===== config.mk =====
export PLATFORM = sky130hd
export DESIGN_NAME = fb_write_arbiter
export DESIGN_NICKNAME = d
export VERILOG_FILES = /design/src/rtl/fb_arb_pkg.sv /design/src/rtl/fb_fill_engine.sv /design/src/rtl/fb_write_arbiter.sv
export SDC_FILE = /design/constraint.sdc
export NUM_CORES = 1
export LEC_CHECK = 0
export BUFFER_PORTS_ARGS = -buffer_cell sky130_fd_sc_hd__clkbuf_2
export CORE_ASPECT_RATIO = 1.2
export CORE_MARGIN = 5
export CORE_UTILIZATION = 48
export CTS_CLUSTER_DIAMETER = 150
export DETAILED_ROUTE_END_ITERATION = 12
export PLACE_DENSITY = 0.81
export SYNTH_ARGS = -nofsm -noshare
export SYNTH_HDL_FRONTEND = slang
export SYNTH_SLANG_ARGS = --single-unit

===== constraint.sdc =====
create_clock -name clock -period 2.1 [get_ports clock]
set_input_delay 0.21 -clock clock [delete_from_list [all_inputs] [get_ports clock]]
set_output_delay 0.21 -clock clock [all_outputs]
set_load 0.03 [all_outputs]

===== src/rtl/fb_arb_pkg.sv =====
// Shared defaults and fill-engine state encoding for the frame-buffer write arbiter.
package fb_arb_pkg;

  localparam int FB_ADDR_W    = 19;
  localparam int FB_DATA_W    = 8;
  localparam int FB_DEPTH_DEF = 307200;

  typedef enum logic [1:0] {
    FILL_IDLE = 2'd0,
    FILL_RUN  = 2'd1,
    FILL_DONE = 2'd2
  } fillState_e;

endpackage


===== src/rtl/fb_fill_engine.sv =====
// Hardware rectangle/span fill engine: walks a linear address range writing one
// colour, yielding to the arbiter whenever its request is not granted.
module fb_fill_engine
  import fb_arb_pkg::*;
#(
  parameter int ADDR_W   = FB_ADDR_W,
  parameter int DATA_W   = FB_DATA_W,
  parameter int FB_DEPTH = FB_DEPTH_DEF
) (
  input  logic              clock,
  input  logic              resetn,
  input  logic              start_i,
  input  logic [ADDR_W-1:0] base_i,
  input  logic [ADDR_W-1:0] len_i,
  input  logic [DATA_W-1:0] color_i,
  input  logic              abort_i,
  input  logic              grant_i,
  output logic              req_o,
  output logic [ADDR_W-1:0] addr_o,
  output logic [DATA_W-1:0] data_o,
  output logic              busy_o,
  output logic              done_o
);

  localparam logic [ADDR_W-1:0] LastAddr = ADDR_W'(FB_DEPTH - 1);

  fillState_e        state_q, state_d;
  logic [ADDR_W-1:0] addr_q, addr_d;
  logic [ADDR_W-1:0] remain_q, remain_d;
  logic [DATA_W-1:0] color_q, color_d;

  always_ff @(posedge clock or negedge resetn) begin
    if (!resetn) begin
      state_q  <= FILL_IDLE;
      addr_q   <= '0;
      remain_q <= '0;
      color_q  <= '0;
    end else begin
      state_q  <= state_d;
      addr_q   <= addr_d;
      remain_q <= remain_d;
      color_q  <= color_d;
    end
  end

  // The last-address test stops the walk before the counter could wrap.
  always_comb begin
    state_d  = state_q;
    addr_d   = addr_q;
    remain_d = remain_q;
    color_d  = color_q;
    unique case (state_q)
      FILL_IDLE: begin
        if (start_i) begin
          addr_d   = base_i;
          remain_d = len_i;
          color_d  = color_i;
          if ((len_i == '0) || (base_i > LastAddr)) state_d = FILL_DONE;
          else                                      state_d = FILL_RUN;
        end
      end
      FILL_RUN: begin
        if (abort_i) begin
          state_d = FILL_DONE;
        end else if (grant_i) begin
          if (addr_q != LastAddr) addr_d = addr_q + ADDR_W'(1);
          if (remain_q != '0)     remain_d = remain_q - ADDR_W'(1);
          if ((remain_q <= ADDR_W'(1)) || (addr_q == LastAddr)) state_d = FILL_DONE;
        end
      end
      FILL_DONE: state_d = FILL_IDLE;
      default:   state_d = FILL_IDLE;
    endcase
  end

  assign req_o  = (state_q == FILL_RUN) && !abort_i;
  assign addr_o = addr_q;
  assign data_o = color_q;
  assign busy_o = (state_q == FILL_RUN);
  assign done_o = (state_q == FILL_DONE);

endmodule


===== src/rtl/fb_write_arbiter.sv =====
// Single-port frame-buffer write arbiter: the processor always wins, the fill
// engine takes every slot the processor leaves free; all fb_* outputs registered.
module fb_write_arbiter
  import fb_arb_pkg::*;
#(
  parameter int ADDR_W   = FB_ADDR_W,
  parameter int DATA_W   = FB_DATA_W,
  parameter int FB_DEPTH = FB_DEPTH_DEF
) (
  input  logic              clock,
  input  logic              resetn,
  input  logic              cpu_wren,
  input  logic [ADDR_W-1:0] cpu_addr,
  input  logic [DATA_W-1:0] cpu_data,
  input  logic              fill_start,
  input  logic [ADDR_W-1:0] fill_base,
  input  logic [ADDR_W-1:0] fill_len,
  input  logic [DATA_W-1:0] fill_color,
  input  logic              fill_abort,
  output logic              fill_busy,
  output logic              fill_done,
  output logic              fb_wren,
  output logic [ADDR_W-1:0] fb_addr,
  output logic [DATA_W-1:0] fb_data
);

  localparam logic [ADDR_W-1:0] LastAddr = ADDR_W'(FB_DEPTH - 1);

  logic              cpuValid;
  logic              fillReq;
  logic              fillGrant;
  logic [ADDR_W-1:0] fillAddr;
  logic [DATA_W-1:0] fillData;

  logic              fbWren_q, fbWren_d;
  logic [ADDR_W-1:0] fbAddr_q, fbAddr_d;
  logic [DATA_W-1:0] fbData_q, fbData_d;

  fb_fill_engine #(
    .ADDR_W  (ADDR_W),
    .DATA_W  (DATA_W),
    .FB_DEPTH(FB_DEPTH)
  ) uFill (
    .clock  (clock),
    .resetn (resetn),
    .start_i(fill_start),
    .base_i (fill_base),
    .len_i  (fill_len),
    .color_i(fill_color),
    .abort_i(fill_abort),
    .grant_i(fillGrant),
    .req_o  (fillReq),
    .addr_o (fillAddr),
    .data_o (fillData),
    .busy_o (fill_busy),
    .done_o (fill_done)
  );

  // An out-of-range processor write is dropped and does not block the fill.
  assign cpuValid  = cpu_wren && (cpu_addr <= LastAddr);
  assign fillGrant = fillReq && !cpuValid;

  always_comb begin
    fbWren_d = 1'b0;
    fbAddr_d = fbAddr_q;
    fbData_d = fbData_q;
    if (cpuValid) begin
      fbWren_d = 1'b1;
      fbAddr_d = cpu_addr;
      fbData_d = cpu_data;
    end else if (fillGrant) begin
      fbWren_d = 1'b1;
      fbAddr_d = fillAddr;
      fbData_d = fillData;
    end
  end

  always_ff @(posedge clock or negedge resetn) begin
    if (!resetn) begin
      fbWren_q <= 1'b0;
      fbAddr_q <= '0;
      fbData_q <= '0;
    end else begin
      fbWren_q <= fbWren_d;
      fbAddr_q <= fbAddr_d;
      fbData_q <= fbData_d;
    end
  end

  assign fb_wren = fbWren_q;
  assign fb_addr = fbAddr_q;
  assign fb_data = fbData_q;

endmodule


==> impl_metrics.tcl, run 1 <==
set metrics [dict create \
    synth_cell_types 56 \
    insertion_delay_ns 0.36 \
    grt_pass1_vias 4345 \
    io_pins 108 \
    dieArea_um2 10950 \
    clock_path_buffers 2 \
    nets 718 \
    timing.final.crit_share 0.9955 \
    vias 4584 \
    drive_gt1_frac 0.3370 \
    ys.flop_type "dfrtp_1" \
    netlist.area_leader.share 0.4426 \
    regArea_um2 1902 \
    num-fill-cells 718 \
    synthTopCellsByCount "80 x nand2_1, 76 x dfrtp_1, 57 x nor2_1" \
    synthTopCellsByArea "dfrtp_1 44%, nand2_1 7.0%, nor2_1 5.0%" \
    drc 0 \
    setup_slack_ns 0.009432 \
    switching_share 0.4571 \
    yosysSeqAreaShare 0.4426 \
    hold_viol_final 0 \
    rsz0062_at_grt "yes" \
    synth_most_common_cell "nand2_1" \
    yosysTopAreaCell "dfrtp_1" \
    cts_root_buffer "clkbuf_8" \
    routabilityCongestion 0.8844 \
    async_reset_ff_frac 1.000 \
    cp-start-kind "flop" \
    cts_tree "yes" \
    synth_edf_count 0 \
    synthToLayoutAreaGrowth_pct 29.97 \
    hold_path_class "in2reg" \
    core_um2 8657 \
    multi_input_area_um2 2362 \
    place_hpwl_um 9444 \
    comb_power_share 0.516 \
    peakVddDrop_v 0.0005894 \
    max-cap-violations 0 \
    syn_inst 508 \
    via_per_inst 6.047 \
    clk_pin_slew_ns 0.09 \
    power_density_nw_per_um2 1383 \
    synth_fp_nets 590 \
    required_ns 2.35 \
    start_util 0.4963 \
    cts_made_buffers 9 \
    antenna_found_initial 0 \
    cts.sinks 76 \
    drv_slew 0 \
    avgSynthCellArea_um2 8.458 \
    track_usage 0.2367 \
    row_count 37 \
    dr.pass1.iters 5 \
    wl_um 13220 \
    critPathArrivalTime_ns 2.34 \
    power.leakage_nw 2.438 \
    p_sw_mw 3.529 \
    htree_levels 3 \
    routedWlPerCell_um 17.44 \
    ys_ff_latch 76 \
    die_y_um 113.6 \
    portBuffers 107 \
    ff2ff_setup_slack_ns 0.009 \
    period_minus_slack_ns 2.091 \
    grt_max_degree 57 \
    finClkSkew_ns 0.01517 \
    syn_area_um2 4297 \
    power_frac_clock 0.133 \
    dp_slack_ns -0.01433 \
    p_seq_frac 0.350 \
    drt-initial-drc-count 374 \
    max-slew-margin-rel 0.3574 \
    fmax_mhz 478.3 \
    power.internal_mw 4.191 \
    critPathKind "reg2reg" \
    grt_pass1_wl_um 20750 \
    status "finished clean" \
    overflow 0 \
    num_antenna_cells 0 \
    fin_util 0.6450 \
    finalSetupViolCount 0 \
    end_kind "flop" \
    total_power_mw 7.720 \
    yosys_warnings 0 \
    worst_pin_slew_ns 0.9639 \
    antenna_left 0 \
    die_x_um 96.37 \
    critPathMaxFanout 5 \
]
-- metrics by stage --
step	area, µm²	setup TNS, ns	hold WS [ns]	std cells
3_5_place_dp	5201	-0.01433	0.1753	739
4_1_cts	5403	0	0.07299	756
2_1_floorplan	4297	0	-0.08559	508
6_report	5584	0	0.08956	758
5_1_grt	5584	-0.3056	0.07292	758
3_3_place_gp	5201	0	0.1664	739
-- path summary, 6_finish.rpt --
check,from,end,cells after the start
setup / recovery,uFill.remain_q[13]$_DFFE_PN0P_,uFill.remain_q[18]$_DFFE_PN0P_,5
hold / removal,fill_color[4],uFill.data_o[4]$_DFFE_PN0P_,2
setup reg to reg,uFill.remain_q[13]$_DFFE_PN0P_,uFill.remain_q[18]$_DFFE_PN0P_,5
hold reg to reg,uFill.data_o[5]$_DFFE_PN0P_,uFill.data_o[5]$_DFFE_PN0P_,1
max in group asynchronous,resetn,fb_addr[7]$_DFFE_PN0P_,3
min in group asynchronous,resetn,uFill.remain_q[18]$_DFFE_PN0P_,2
-- layer usage --
layer / share of wire / GRT usage
met3: 0.094 / 0.04881
met5: 0 / 0
met1: 0.41 / 0.3116
met4: 0.020 / 0.08138
met2: 0.48 / 0.3851
-- worst max-delay path, cell delays in order (launching register included) --
cell,delay (ns)
dfrtp_1,0.39
or4_4,0.58
or3_4,0.35
a311o_1,0.30
o22a_1,0.20
o22a_1,0.18
-- cells in the final DEF, fill, tap and decap left out, types with 7 or more instances in the layout --
master and instances:
clkbuf_2 105, nand2_1 80, dfrtp_1 76, nor2_1 56, buf_4 40, a31oi_1 32
a21oi_1 31, o21ai_0 19, nand3_1 16, nor3_1 15, nand4_1 11, mux2_2 9
o22ai_1 9, clkbuf_8 9, o211ai_1 8, a311oi_2 8, a311oi_1 7, nor4_1 7
-- logic make-up (layout without fill, tap and decap cells) --
logic type,after synthesis,in the layout,share of synthesized area
AND/OR/NAND/NOR,222,222,0.2449
AO/OA/AOI/OAI,152,152,0.2330
flip-flops,76,76,0.4426
buffers and inverters,44,177,0.04193
multiplexers,10,10,0.02592
adder cells (fa/ha/maj),4,4,0.01165
-- area by class of cell --
type | count | share of cell area
Timing Repair Buffer | 155 | 0.1743
Sequential cell | 76 | 0.3406
Clock inverter | 7 | 0.009187
Multi-Input combinational cell | 388 | 0.4230
Inverter | 6 | 0.004481
Tap cell | 117 | 0.02622
Clock buffer | 9 | 0.02218
-- power by group through the flow --
stage               Combinational, mW  Sequential (mW)  Clock [mW]
finish                           3.99             2.71        1.03
global route                     4.33             2.80        1.10
CTS                              3.70             2.66        1.04
detailed placement               3.66             2.68           0
global placement                 3.55             2.63           0
floorplan                        2.04             2.97           0
-- state kept, by name (all words and copies together) (netlist names) --
signal	count
uFill.addr_o	19
uFill.state_q	2
uFill.remain_q	19
fb_addr	19
uFill.data_o	8
fb_data	8
fb_wren	1
-- repair_timing --
action | 4_1_cts | 5_1_grt
setup buffers | 0 | 1
pin swaps | 1 | 1
resized for setup | 4 | 33
hold buffers | 1 | 0
gates cloned | 0 | 1
hold endpoints to repair | 29 | 0
endpoints found under the setup margin | 2 | 21
(Power assumes the default switching activity.)
==> run 2: changes to the inputs <==
- ABC_AREA: default -> 1
- CAP_MARGIN: default -> 15
- CORE_UTILIZATION: 48 -> 49
==> run 2 against run 1 <==
Clock skew decreased by 0.010 ns. Clock-buffer cell count increased by 1. Critical path depth increased by 5. Sequential cell count unchanged. Die area increased by 6.6%. Wire length decreased by 1.3%. Clock power increased by 73%. Synthesized area increased by 9.6%. Final area increased by 1.3%. Non-clock buffer count decreased by 42. Worst hold slack got worse by 0.0037 ns. Maximum frequency increased by 9.0%. Largest power group unchanged.
==> impl_metrics.tcl, run 2 <==
set metrics [dict create \
    tns_ns 0 \
    end_kind "flop" \
    num-fill-cells 890 \
    vias 4720 \
    syn_inst 675 \
    num_antenna_cells 0 \
    drt-initial-drc-count 206 \
    hold_viol_final 0 \
    synth_fp_nets 757 \
    yosysSeqAreaShare 0.4040 \
    insertion_delay_ns 0.34 \
    portBuffers 107 \
    critPathKind "reg2reg" \
    finalSetupViolCount 0 \
    drive_gt1_frac 0.2158 \
    core_um2 9467 \
    cts_tree "yes" \
    avgSynthCellArea_um2 6.973 \
    drv_slew 0 \
    yosysTopAreaCell "dfrtp_1" \
    dieArea_um2 11670 \
    place_hpwl_um 9514 \
    clock_path_buffers 2 \
    synthTopCellsByCount "288 x nand2_1, 76 x dfrtp_1, 66 x nor2_1" \
    antenna_left 0 \
    max-slew-margin-rel 0.6917 \
    worst_pin_slew_ns 0.4618 \
    yosys_warnings 0 \
    cts_root_buffer "clkbuf_16" \
    start_util 0.4972 \
    grt_pass1_vias 4813 \
    final_common_cell "nand2_1" \
    power.leakage_nw 2.930 \
    synth_cell_types 36 \
    ff2ff_setup_slack_ns 0.18 \
    synthTopCellsByArea "dfrtp_1 40%, nand2_1 23%, nand3_1 5.6%" \
    dr.pass1.iters 5 \
    syn_area_um2 4707 \
    wl_um 13050 \
    rsz0062_at_grt "no" \
    routedWlPerCell_um 14.40 \
    period_minus_slack_ns 1.919 \
    finClkSkew_ns 0.004850 \
    timing.final.crit_share 0.9136 \
    htree_levels 3 \
    cts.sinks 76 \
    cts_hold_buffers 1 \
    nets 860 \
    critPathMaxFanout 21 \
    postCtsSetupRepairBufs 0 \
    ys_ff_latch 76 \
    drc 0 \
    critPathArrivalTime_ns 2.15 \
    max-cap-violations 0 \
    required_ns 2.33 \
    via_per_inst 5.210 \
    grt_max_degree 48 \
    die_x_um 99.47 \
    regArea_um2 1902 \
    async_reset_ff_frac 1.000 \
    fmax_mhz 521.2 \
    multi_input_area_um2 2457 \
    antenna_found_initial 0 \
    power_density_nw_per_um2 1403 \
    netlist.area_leader.share 0.4040 \
    peakVddDrop_v 0.0008004 \
    synth_most_common_cell "nand2_1" \
    grt_pass1_wl_um 21660 \
    synth_edf_count 0 \
    die_y_um 117.4 \
    track_usage 0.2266 \
    overflow 0 \
    routabilityCongestion 0.9576 \
    status "finished clean" \
    final_cell_mix "288 x nand2_1, 106 x clkbuf_2, 76 x dfrtp_1, 66 x nor2_1, 53 x nand3_1" \
    hold_path_class "in2reg" \
    hold_ws_ns 0.08589 \
    clk_pin_slew_ns 0.06 \
    fin_util 0.5973 \
    ys.flop_type "dfrtp_1" \
    row_count 39 \
    cts_resized 0 \
    io_pins 108 \
    cts_made_buffers 9 \
    cp-start-kind "flop" \
    synthToLayoutAreaGrowth_pct 20.12 \
]
## run 2: kinds of logic (layout without fill, tap and decap cells)
family / count (synthesis) / in the layout / share of synthesized area
AO/OA/AOI/OAI: 56 / 56 / 0.06805
multiplexers: 9 / 9 / 0.02127
adder cells (fa/ha/maj): 4 / 4 / 0.01063
flip-flops: 76 / 76 / 0.4040
XOR/XNOR: 11 / 11 / 0.02047
buffers and inverters: 73 / 181 / 0.07390
AND/OR/NAND/NOR: 446 / 446 / 0.4016
## run 2: metal layers
metal  up-vias  share of wire  global-route usage
li1       2349              -                   -
met1      2167           0.39              0.2648
met2       170           0.51              0.3992
met3        34          0.065             0.03860
met4         0          0.028              0.1033
met5         -              0                   0
## run 2: final cells by class
type | count | area share
clock buffer | 10 | 0.04050
clock inverter | 6 | 0.01992
inverter | 52 | 0.03563
multi-input combinational | 526 | 0.4346
sequential | 76 | 0.3364
tap | 123 | 0.02722
timing repair buffer | 113 | 0.1058
## run 2: worst paths after layout
kind                                              from                              to  cells past startpoint
max                        uFill.addr_o[0]$_DFFE_PN0P_    uFill.addr_o[13]$_DFFE_PN0P_                     10
min                                        cpu_data[0]          fb_data[0]$_DFFE_PN0P_                      3
max reg2reg                uFill.addr_o[0]$_DFFE_PN0P_    uFill.addr_o[13]$_DFFE_PN0P_                     10
min reg2reg                uFill.data_o[2]$_DFFE_PN0P_          fb_data[2]$_DFFE_PN0P_                      2
max in group asynchronous                       resetn  uFill.remain_q[13]$_DFFE_PN0P_                      3
min in group asynchronous                       resetn          fb_addr[8]$_DFFE_PN0P_                      2
## run 2: power breakdown
part | internal (mW) | switching [mW]
combinational | 1.10 | 2.32
sequential | 2.09 | 0.635
clock | 1.16 | 0.624
## run 2: critical path: stages, from the launching register on
cell and delay [ns]:
dfrtp_1 0.48, ha_1 0.29, nand2_2 0.10, nor2_4 0.12, nand2_2 0.09, clkinv_2 0.07
nand4_2 0.11, nand3_4 0.26, inv_6 0.14, nand2_1 0.10, nand2_1 0.05
## run 2: through the flow
step | setup WS (ns) | cell area (µm²) | power, mW | instances
floorplan | 0.4824 | 4707 | 5.254 | 675
finish | 0.1814 | 5654 | 7.931 | 906
global route | 0.01897 | 5654 | 8.500 | 906
detailed placement | 0.2123 | 5303 | 6.088 | 889
global placement | 0.3027 | 5303 | 5.950 | 889
CTS | 0.1865 | 5654 | 7.932 | 906
